--- src/rtl/rtc_alarm_sched_if.sv ---
// Signal bundle between the alarm scheduler, the APB slot registers and the RTC alarm comparator.
interface rtc_alarm_sched_if #(
    parameter int NUM_SLOT = 4,
    parameter int CNT_W    = 32,
    parameter int IDX_W    = $clog2(NUM_SLOT)
);
    logic                cfg_we_i;
    logic [IDX_W-1:0]    cfg_idx_i;
    logic [CNT_W-1:0]    cfg_val_i;
    logic                cfg_en_i;
    logic [CNT_W-1:0]    cnt_i;
    logic [CNT_W-1:0]    alrm_val_o;
    logic                alrm_ld_o;
    logic                alrm_ack_i;
    logic                alrm_arm_o;
    logic                alrm_hit_i;
    logic [NUM_SLOT-1:0] irq_o;
    logic [NUM_SLOT-1:0] irq_clr_i;
    logic [IDX_W-1:0]    cur_idx_o;
    logic                busy_o;

    modport master (
        output cfg_we_i, cfg_idx_i, cfg_val_i, cfg_en_i, cnt_i,
               alrm_ack_i, alrm_hit_i, irq_clr_i,
        input  alrm_val_o, alrm_ld_o, alrm_arm_o, irq_o, cur_idx_o, busy_o
    );

    modport slave (
        input  cfg_we_i, cfg_idx_i, cfg_val_i, cfg_en_i, cnt_i,
               alrm_ack_i, alrm_hit_i, irq_clr_i,
        output alrm_val_o, alrm_ld_o, alrm_arm_o, irq_o, cur_idx_o, busy_o
    );
endinterface

--- src/rtl/rtc_alarm_sched.sv ---
// Shares the single RTC alarm comparator among NUM_SLOT programmable alarm slots,
// always arming the enabled slot nearest in the future of the live RTC count.
module rtc_alarm_sched #(
    parameter int NUM_SLOT = 4,
    parameter int CNT_W    = 32,
    parameter int IDX_W    = $clog2(NUM_SLOT)
) (
    input logic              clk_i,
    input logic              rst_i,
    rtc_alarm_sched_if.slave bus
);
    // state | meaning
    // IDLE  | nothing armed; waits for a slot write or an enabled slot
    // SCAN  | walks slots 0..NUM_SLOT-1 looking for the nearest future alarm
    // LOAD  | presents the winner to the comparator until it acks
    // ARMED | comparator armed on cur_idx; waits for a hit or a slot rewrite
    typedef enum logic [1:0] {S_IDLE, S_SCAN, S_LOAD, S_ARMED} state_t;

    localparam logic [IDX_W-1:0]    LAST_IDX = IDX_W'(NUM_SLOT - 1);
    localparam logic [NUM_SLOT-1:0] SLOT_ONE = NUM_SLOT'(1);

    state_t              state;
    logic [CNT_W-1:0]    slot_val [NUM_SLOT];
    logic [NUM_SLOT-1:0] slot_en;
    logic                dirty;
    logic [IDX_W-1:0]    scan_ptr;
    logic [CNT_W-1:0]    cnt_q;
    logic                best_found;
    logic [IDX_W-1:0]    best_idx;
    logic [CNT_W-1:0]    best_dist;
    logic [CNT_W-1:0]    best_val;
    logic [CNT_W-1:0]    alrm_val_q;
    logic                alrm_ld_q;
    logic                alrm_arm_q;
    logic [NUM_SLOT-1:0] irq_q;
    logic [IDX_W-1:0]    cur_idx_q;

    logic [CNT_W-1:0]    cur_dist;
    logic                take_cur;
    logic                cfg_ok;
    logic                hit_svc;
    logic [NUM_SLOT-1:0] irq_set;

    // Modular distance makes a wrapped-around alarm look near, and strict '<' keeps the lowest index on ties.
    always_comb begin
        cur_dist = slot_val[scan_ptr] - cnt_q;
        take_cur = slot_en[scan_ptr] && (!best_found || (cur_dist < best_dist));
        cfg_ok   = {1'b0, bus.cfg_idx_i} < (IDX_W + 1)'(NUM_SLOT);
        hit_svc  = (state == S_ARMED) && bus.alrm_hit_i;
        irq_set  = hit_svc ? (SLOT_ONE << cur_idx_q) : '0;
    end

    always_ff @(posedge clk_i) begin
        if (rst_i) begin
            state      <= S_IDLE;
            for (int i = 0; i < NUM_SLOT; i++) slot_val[i] <= '0;
            slot_en    <= '0;
            dirty      <= 1'b0;
            scan_ptr   <= '0;
            cnt_q      <= '0;
            best_found <= 1'b0;
            best_idx   <= '0;
            best_dist  <= '0;
            best_val   <= '0;
            alrm_val_q <= '0;
            alrm_ld_q  <= 1'b0;
            alrm_arm_q <= 1'b0;
            irq_q      <= '0;
            cur_idx_q  <= '0;
        end else begin
            irq_q <= (irq_q & ~bus.irq_clr_i) | irq_set;
            case (state)
                S_IDLE: begin
                    if (dirty || (|slot_en)) begin
                        state      <= S_SCAN;
                        scan_ptr   <= '0;
                        cnt_q      <= bus.cnt_i;
                        best_found <= 1'b0;
                        dirty      <= 1'b0;
                    end
                end
                S_SCAN: begin
                    if (take_cur) begin
                        best_found <= 1'b1;
                        best_idx   <= scan_ptr;
                        best_dist  <= cur_dist;
                        best_val   <= slot_val[scan_ptr];
                    end
                    if (scan_ptr == LAST_IDX) begin
                        if (take_cur || best_found) begin
                            state      <= S_LOAD;
                            alrm_ld_q  <= 1'b1;
                            alrm_val_q <= take_cur ? slot_val[scan_ptr] : best_val;
                            cur_idx_q  <= take_cur ? scan_ptr : best_idx;
                        end else begin
                            state <= S_IDLE;
                        end
                    end else begin
                        scan_ptr <= scan_ptr + 1'b1;
                    end
                end
                S_LOAD: begin
                    if (bus.alrm_ack_i) begin
                        alrm_ld_q  <= 1'b0;
                        alrm_arm_q <= 1'b1;
                        state      <= S_ARMED;
                    end
                end
                S_ARMED: begin
                    if (hit_svc || dirty) begin
                        if (hit_svc) slot_en[cur_idx_q] <= 1'b0;
                        alrm_arm_q <= 1'b0;
                        state      <= S_SCAN;
                        scan_ptr   <= '0;
                        cnt_q      <= bus.cnt_i;
                        best_found <= 1'b0;
                        dirty      <= 1'b0;
                    end
                end
                default: state <= S_IDLE;
            endcase
            // Placed after the FSM so a write beats a one-shot disable and re-marks dirty on scan entry.
            if (bus.cfg_we_i && cfg_ok) begin
                slot_val[bus.cfg_idx_i] <= bus.cfg_val_i;
                slot_en[bus.cfg_idx_i]  <= bus.cfg_en_i;
                dirty                   <= 1'b1;
            end
        end
    end

    assign bus.alrm_val_o = alrm_val_q;
    assign bus.alrm_ld_o  = alrm_ld_q;
    assign bus.alrm_arm_o = alrm_arm_q;
    assign bus.irq_o      = irq_q;
    assign bus.cur_idx_o  = cur_idx_q;
    assign bus.busy_o     = (state == S_SCAN) || (state == S_LOAD);
endmodule

--- src/flat_wrapper.sv ---
// flat-port wrapper written by rule: the top's interface ports become plain ports
module rtc_alarm_sched_flat 
#(
    parameter int NUM_SLOT = 4,
    parameter int CNT_W    = 32,
    parameter int IDX_W    = $clog2(NUM_SLOT)
)
  (clk_i, rst_i, bus_cfg_we_i, bus_cfg_idx_i, bus_cfg_val_i, bus_cfg_en_i, bus_cnt_i, bus_alrm_ack_i, bus_alrm_hit_i, bus_irq_clr_i, bus_alrm_val_o, bus_alrm_ld_o, bus_alrm_arm_o, bus_irq_o, bus_cur_idx_o, bus_busy_o);
  rtc_alarm_sched_if #(.NUM_SLOT(NUM_SLOT), .CNT_W(CNT_W), .IDX_W(IDX_W)) bus_i ();
  input logic clk_i;
  input logic rst_i;
  input wire logic [$bits(bus_i.cfg_we_i)-1:0] bus_cfg_we_i;
  input wire logic [$bits(bus_i.cfg_idx_i)-1:0] bus_cfg_idx_i;
  input wire logic [$bits(bus_i.cfg_val_i)-1:0] bus_cfg_val_i;
  input wire logic [$bits(bus_i.cfg_en_i)-1:0] bus_cfg_en_i;
  input wire logic [$bits(bus_i.cnt_i)-1:0] bus_cnt_i;
  input wire logic [$bits(bus_i.alrm_ack_i)-1:0] bus_alrm_ack_i;
  input wire logic [$bits(bus_i.alrm_hit_i)-1:0] bus_alrm_hit_i;
  input wire logic [$bits(bus_i.irq_clr_i)-1:0] bus_irq_clr_i;
  output wire logic [$bits(bus_i.alrm_val_o)-1:0] bus_alrm_val_o;
  output wire logic [$bits(bus_i.alrm_ld_o)-1:0] bus_alrm_ld_o;
  output wire logic [$bits(bus_i.alrm_arm_o)-1:0] bus_alrm_arm_o;
  output wire logic [$bits(bus_i.irq_o)-1:0] bus_irq_o;
  output wire logic [$bits(bus_i.cur_idx_o)-1:0] bus_cur_idx_o;
  output wire logic [$bits(bus_i.busy_o)-1:0] bus_busy_o;
  assign bus_i.cfg_we_i = bus_cfg_we_i;
  assign bus_i.cfg_idx_i = bus_cfg_idx_i;
  assign bus_i.cfg_val_i = bus_cfg_val_i;
  assign bus_i.cfg_en_i = bus_cfg_en_i;
  assign bus_i.cnt_i = bus_cnt_i;
  assign bus_i.alrm_ack_i = bus_alrm_ack_i;
  assign bus_i.alrm_hit_i = bus_alrm_hit_i;
  assign bus_i.irq_clr_i = bus_irq_clr_i;
  assign bus_alrm_val_o = bus_i.alrm_val_o;
  assign bus_alrm_ld_o = bus_i.alrm_ld_o;
  assign bus_alrm_arm_o = bus_i.alrm_arm_o;
  assign bus_irq_o = bus_i.irq_o;
  assign bus_cur_idx_o = bus_i.cur_idx_o;
  assign bus_busy_o = bus_i.busy_o;
  rtc_alarm_sched #(.NUM_SLOT(NUM_SLOT), .CNT_W(CNT_W), .IDX_W(IDX_W)) u_core (.clk_i(clk_i), .rst_i(rst_i), .bus(bus_i));
endmodule
--- config.mk ---
export PLATFORM = sky130hd
export DESIGN_NAME = rtc_alarm_sched_flat
export DESIGN_NICKNAME = d
export VERILOG_FILES = /design/src/rtl/rtc_alarm_sched_if.sv /design/src/rtl/rtc_alarm_sched.sv /design/src/flat_wrapper.sv
export SDC_FILE = /design/constraint.sdc
export NUM_CORES = 1
export LEC_CHECK = 0
export BUFFER_PORTS_ARGS = -buffer_cell sky130_fd_sc_hd__buf_4
export CAP_MARGIN = 15
export CORE_MARGIN = 4
export CORE_UTILIZATION = 45
export CTS_CLUSTER_SIZE = 30
export DETAILED_ROUTE_END_ITERATION = 6
export GPL_TIMING_DRIVEN = 0
export PLACE_DENSITY = 0.64
export SETUP_SLACK_MARGIN = 0.3
export SLEW_MARGIN = 25
export SYNTH_ARGS = -nofsm -noshare
export SYNTH_HDL_FRONTEND = slang
export SYNTH_SLANG_ARGS = --single-unit
--- constraint.sdc ---
create_clock -name clk_i -period 6.7 [get_ports clk_i]
set_input_delay 1.675 -clock clk_i [delete_from_list [all_inputs] [get_ports clk_i]]
set_output_delay 1.675 -clock clk_i [all_outputs]
set_load 0.01 [all_outputs]
==> impl_metrics.yaml, run 1 <==
logic_synthesis:
  synth_commonest_cells: "239 x nor2_1, 150 x dfxtp_1, 128 x edfxtp_1"
  yosysTopAreaCellShare_pct: 28.3
  ys.flop_type: "dfxtp_1"
  synth-seq-area-share_pct: 50.5
  synthArstFlopShare_pct: 0
  synthCells: 1333
  syn_nets: 1478
  synth_enable_flop_cells: 128
  synth_area_mm2: 0.0136
  ys_types: 61
  ys.warnings.count: 0
  synth_area_leaders: "edfxtp_1 28%, dfxtp_1 22%, mux2i_1 7.0%, nor2_1 6.6%, ha_1 6.3%"
  yosysMostFrequentCell: "nor2_1"
  synth_area_leader_cell: "edfxtp_1"
  synth_seq_cells: 278
  syn_avg_cell_area_um2: 10.2
timing:
  drv_slew: 0
  hold_viol: 0
  min_period_over_period_pct: 90.2
  rsz0062_at_grt: "no"
  slew_headroom_pct: 38.9
  fmaxAchievable_mhz: 165
  finalWorstSetupSlack_ps: 654
  final-setup-viol-count: 0
  fin_crit_ps: 6050
  worstMarginPinSlew_ps: 910
  skew_ps: 21.3
die:
  initial_core_util_pct: 45.6
  pin_count: 117
  core_mm2: 0.0297
  num_rows: 63
  die_width_um: 182
  die_h_um: 182
  die-area_mm2: 0.0330
clocking:
  htree_levels: 1
  numCtsBuffers: 31
  cts_tree: "built"
  clock_sinks: 278
  root_buffer: "clkbuf_16"
  clkLatencyLatePin_ps: 560
  clk_pin_slew_ps: 60
  clockBufferDepth: 3
finish:
  fillerInstances: 2575
  area_growth_pct: 18.9
  final_area_mm2: 0.0161
  antenna_cells: 0
  drive_gt1_share_pct: 15.8
  fin_nets: 1630
worst_setup_path:
  startpoint_type: "register"
  crit_type: "reg2reg"
  cp_max_fo: 10
  end_kind: "register"
  cp.required_ps: 7110
  arrival_ps: 6450
power:
  finalPower_mw: 5.03
  leakagePower_nw: 6.05
  peakVddDrop_mv: 0.184
  p_per_area_mw_per_mm2: 312
global_routing:
  grt_start_max_net_pins: 25
  grt_usage_pct: 19.6
  grt_pass1_wl_mm: 52.0
  antenna_found_initial: 0
  overflow: 0
  grt_pass1_vias: 9792
routing:
  postRouteAntennaNets: 0
  wl_per_cell_um: 17.5
  vias_per_cell: 5.22
  drc: 0
  wirelength_mm: 33.2
  drt_pass1_iterations: 6
  via_count: 9919
  drt_iter0_drc: 568
place:
  dp_slack_ps: -578
  gp_congestion: 0.833
  io_buffers: 114
  dpl_cell_area_mm2: 0.0150
  hpwl_mm: 24.9
run_status:
  status: "finished, final reports clean"
worst_hold_path:
  hold_path.class: "reg2reg"
flow_run:
  max_cap_violations: 0
-- final cells by class --
type | instances | area [um2] | share of cell area (%)
multi-input cells | 880 | 6060 | 37.6
clock inverters | 15 | 159 | 0.985
repair buffers | 119 | 966 | 5.99
well taps | 390 | 488 | 3.03
inverters | 105 | 394 | 2.44
clock buffers | 42 | 878 | 5.45
flip-flops and latches | 278 | 6850 | 42.5
plain buffers | 70 | 333 | 2.06
-- final timing paths --
path              depth (start not counted)  slack, ps                         to       startpoint
setup / recovery                         23        650  u_core.bus.alrm_val_o[23]         register
hold / removal                            2        460            u_core.cnt_q[8]  u_core.cnt_q[8]
setup reg to reg                         23        650  u_core.bus.alrm_val_o[23]         register
hold reg to reg                           2        460            u_core.cnt_q[8]  u_core.cnt_q[8]
-- flip-flops by register name, indices dropped and copies added, names as in the netlist, named ones only --
register               cells
u_core.best_val           32
u_core.best_idx            2
u_core.bus.alrm_arm_o      1
u_core.slot_val          128
u_core.scan_ptr            2
u_core.bus.irq_o           4
u_core.best_found          1
u_core.slot_en             4
u_core.bus.cur_idx_o       2
u_core.best_dist          32
u_core.state               2
u_core.bus.alrm_ld_o       1
u_core.cnt_q              32
u_core.dirty               1
u_core.bus.alrm_val_o     32
-- critical path, cell delays in order, from the launching register on --
cell and delay, ps:
dfxtp_1 320, clkbuf_2 200, buf_6 220, mux4_2 600
inv_1 80, ha_1 180, fa_1 280, nor2b_4 60
o31a_1 280, o41a_1 390, a221o_2 460, a2111oi_4 380
nor2_1 90, xor2_1 230, ha_1 290, a21o_1 160
a21oi_1 270, nor4b_4 290, o21ai_1 140, a21boi_1 180
clkbuf_4 240, buf_6 200, mux2i_1 250, a211oi_1 100
-- placed cells by master (no fill, tap or decap), drive strengths merged, types with 5 or more instances in the layout --
master / synthesis / final
clkinv: 0 / 9
o21ai: 29 / 29
a2111oi: 5 / 5
nand4: 11 / 11
dfxtp: 150 / 150
a31oi: 5 / 5
a21o: 18 / 18
or2: 5 / 5
buf: 15 / 133
mux2i: 95 / 95
o21a: 5 / 5
a21oi: 80 / 80
edfxtp: 128 / 128
xnor2: 17 / 17
nand2: 124 / 124
nand2b: 16 / 16
inv: 105 / 106
nor3: 9 / 9
clkbuf: 55 / 98
a211oi: 38 / 38
nor2: 239 / 239
ha: 68 / 68
mux4: 33 / 33
nand3: 18 / 18
nor2b: 12 / 12
xor2: 8 / 8
-- report_power, final --
part | total, mW | internal [mW] | switching, mW
clock network | 1.71 | 1.03 | 0.684
registers | 1.92 | 1.88 | 0.0413
logic | 1.39 | 0.582 | 0.811
-- metal layers --
| metal | wire (um) | GRT usage [%] | vias to the layer above |
|---|---|---|---|
| li1 | - | - | 4938 |
| met1 | 14900 | 26.8 | 4722 |
| met2 | 16000 | 33.2 | 201 |
| met3 | 1430 | 2.30 | 58 |
| met4 | 867 | 5.16 | 0 |
| met5 | 0 | 0 | - |
-- metrics by stage --
stage	util, %	cells	setup TNS, ps	hold WS [ps]
finish	54.3	1899	0	456
global route	54.3	1899	0	473
CTS	54.1	1898	0	456
detailed placement	50.5	1841	-40120	450
global placement	50.1	1837	-41320	443
floorplan	-	1333	0	436
-- cell families (layout without fill, tap and decap cells) --
kind of cell | count (synthesis) | in the layout | synth area share (%)
XOR/XNOR | 25 | 25 | 1.67
multiplexers | 128 | 128 | 12.5
AND/OR/NAND/NOR | 453 | 453 | 14.1
buffers and inverters | 175 | 351 | 5.09
AO/OA/AOI/OAI | 205 | 205 | 9.72
flip-flops | 278 | 278 | 50.5
adder cells (fa/ha/maj) | 69 | 69 | 6.42
-- what timing repair did --
action / 4_1_cts / 5_1_grt
endpoints found under the hold margin: 0 / 0
hold buffers: 0 / 0
setup buffers: 0 / 1
setup endpoints to repair: 100 / 100
pin swaps: 0 / 2
resized for setup: 16 / 19
Power figures use the tool's default switching activity.
==> run 2: changes to the inputs <==
- RECOVER_POWER: unset -> 25
==> run 2 against run 1 <==
Compared with the run above:
- register-to-register slack hardly changed
- first-iteration DRC count up 11%
- via count is 0.27% lower
- clock power barely moved
- worst setup slack better by 5.2 ps
- flip-flop and latch count unchanged
- combinational power about the same
- non-clock buffer count stayed put
- largest power group unchanged
==> impl_metrics.yaml, run 2 (same netlist as run 1, synthesis figures left out) <==
run_status:
  status: "finished, final reports clean"
power:
  switching_share_pct: 30.5
  p_clk_share_pct: 34.1
  peakVddDrop_mv: 0.184
  p_per_area_mw_per_mm2: 315
  leakagePower_nw: 5.88
  switchingPower_mw: 1.53
  internal_power_mw: 3.49
  pwr-share-seq_pct: 38.3
  finalPower_mw: 5.03
  p_comb_share_pct: 27.6
timing:
  rsz0062_at_grt: "no"
  slew_headroom_pct: 34.6
  fmaxAchievable_mhz: 166
  hold_viol: 0
  fin_crit_ps: 6040
  drv_slew: 0
  final-setup-viol-count: 0
  min_period_over_period_pct: 90.2
  whs_ps: 456
  worstMarginPinSlew_ps: 980
  skew_ps: 20.3
flow_run:
  max_cap_violations: 0
worst_setup_path:
  r2r_setup_slack_ps: 660
  crit_type: "reg2reg"
  arrival_ps: 6440
  cp.required_ps: 7100
  end_kind: "register"
  reg2reg_depth: 23
  cp_max_fo: 10
  startpoint_type: "register"
  r2r-end: "u_core.bus.alrm_val_o[14]"
clocking:
  htree_levels: 1
  ctsHoldBuffers: 0
  clk_pin_slew_ps: 60
  clock_sinks: 278
  clkLatencyLatePin_ps: 560
  clockBufferDepth: 3
  root_buffer: "clkbuf_16"
  cts_tree: "built"
  numCtsBuffers: 31
die:
  die_width_um: 182
  pin_count: 117
  initial_core_util_pct: 45.6
  core_mm2: 0.0297
  die_h_um: 182
  die-area_mm2: 0.0330
  num_rows: 63
routing:
  drt_iter0_drc: 630
  via_count: 9892
  vias_per_cell: 5.21
  drt_pass1_iterations: 7
  wirelength_mm: 33.1
  drc: 0
  wl_per_cell_um: 17.4
  postRouteAntennaNets: 0
global_routing:
  overflow: 0
  grt_pass1_wl_mm: 52.0
  antenna_found_initial: 0
  grt_usage_pct: 19.6
  grt_start_max_net_pins: 25
  grt_pass1_vias: 9792
finish:
  layout_commonest_cell: "nor2_1"
  final_cell_mix: "239 x nor2_1, 150 x dfxtp_1, 128 x edfxtp_1"
  area_growth_pct: 17.7
  layout.cells.non_filler: 1899
  largest_register_ffs: 128
  fin_nets: 1630
  top_register: "u_core.slot_val"
  drive_gt1_share_pct: 13.0
  antenna_cells: 0
place:
  gp_congestion: 0.833
  placed_cells: 1841
  hpwl_mm: 24.9
  io_buffers: 114
worst_hold_path:
  worstHoldPathCells: 2
  hold_path.class: "reg2reg"
  worst_hold_path.endpoint: "u_core.cnt_q[8]"
  min_from: "u_core.cnt_q[8]"
==> run 2: repair_timing <==
action | in CTS | in global routing
resized for setup | 16 | 19
cloned | 0 | 0
buffers inserted | 0 | 1
pin swaps | 0 | 2
setup endpoints to repair | 100 | 100
==> run 2: power by group through the flow <==
stage / sequential (mW) / clock (mW) / combinational (mW)
floorplan: 1.95 / 0 / 1.00
global placement: 1.96 / 0 / 1.33
detailed placement: 1.96 / 0 / 1.36
CTS: 1.92 / 1.74 / 1.37
global route: 1.93 / 1.81 / 1.56
finish: 1.92 / 1.71 / 1.39
==> run 2: worst max path at each step <==
| stage | endpoint | depth (start not counted) |
|---|---|---|
| global placement | u_core.best_idx[1] | 23 |
| finish | u_core.bus.alrm_val_o[14] | 23 |
| CTS | u_core.bus.alrm_val_o[23] | 23 |
| detailed placement | u_core.best_idx[0] | 23 |
| floorplan | u_core.best_idx[1] | 23 |
| global route | u_core.bus.alrm_val_o[10] | 23 |
==> run 2: stage by stage <==
step	setup slack (ps)	setup TNS, ps	area, um2	utilization, %
2_1_floorplan	927	0	13600	-
3_3_place_gp	-582	-41320	14900	50.1
3_5_place_dp	-578	-40120	15000	50.5
4_1_cts	321	0	16100	54.1
5_1_grt	305	0	16000	53.7
6_report	660	0	16000	53.7
==> run 2: area by class of cell <==
| type | instances | area, um2 |
|---|---|---|
| Tap cell | 390 | 488 |
| Timing Repair Buffer | 119 | 812 |
| Fill cell | 2622 | 13800 |
| Inverter | 105 | 394 |
| Multi-Input combinational cell | 880 | 6050 |
| Buffer | 70 | 333 |
| Clock buffer | 42 | 878 |
| Clock inverter | 15 | 159 |
| Sequential cell | 278 | 6850 |
==> run 2: critical path, stage by stage, from the launching register on <==
cell       delay, ps
dfxtp_1          320
clkbuf_2         200
buf_6            220
mux4_2           600
inv_1             90
ha_1             180
fa_1             280
nor2b_4           60
o31a_1           280
o41a_1           390
a221o_2          460
a2111oi_4        380
nor2_1            90
xor2_1           220
ha_1             290
a21o_1           160
a21oi_1          270
nor4b_4          280
o21ai_1          140
a21boi_1         180
clkbuf_4         240
buf_4            240
mux2i_1          220
a211oi_1          90
==> run 2: routing by layer <==
metal	up-vias	wire, um	track usage (%)
met4	0	926	5.16
met1	4697	14900	26.8
met2	194	15900	33.2
li1	4940	-	-
met5	-	0	0
met3	61	1390	2.30
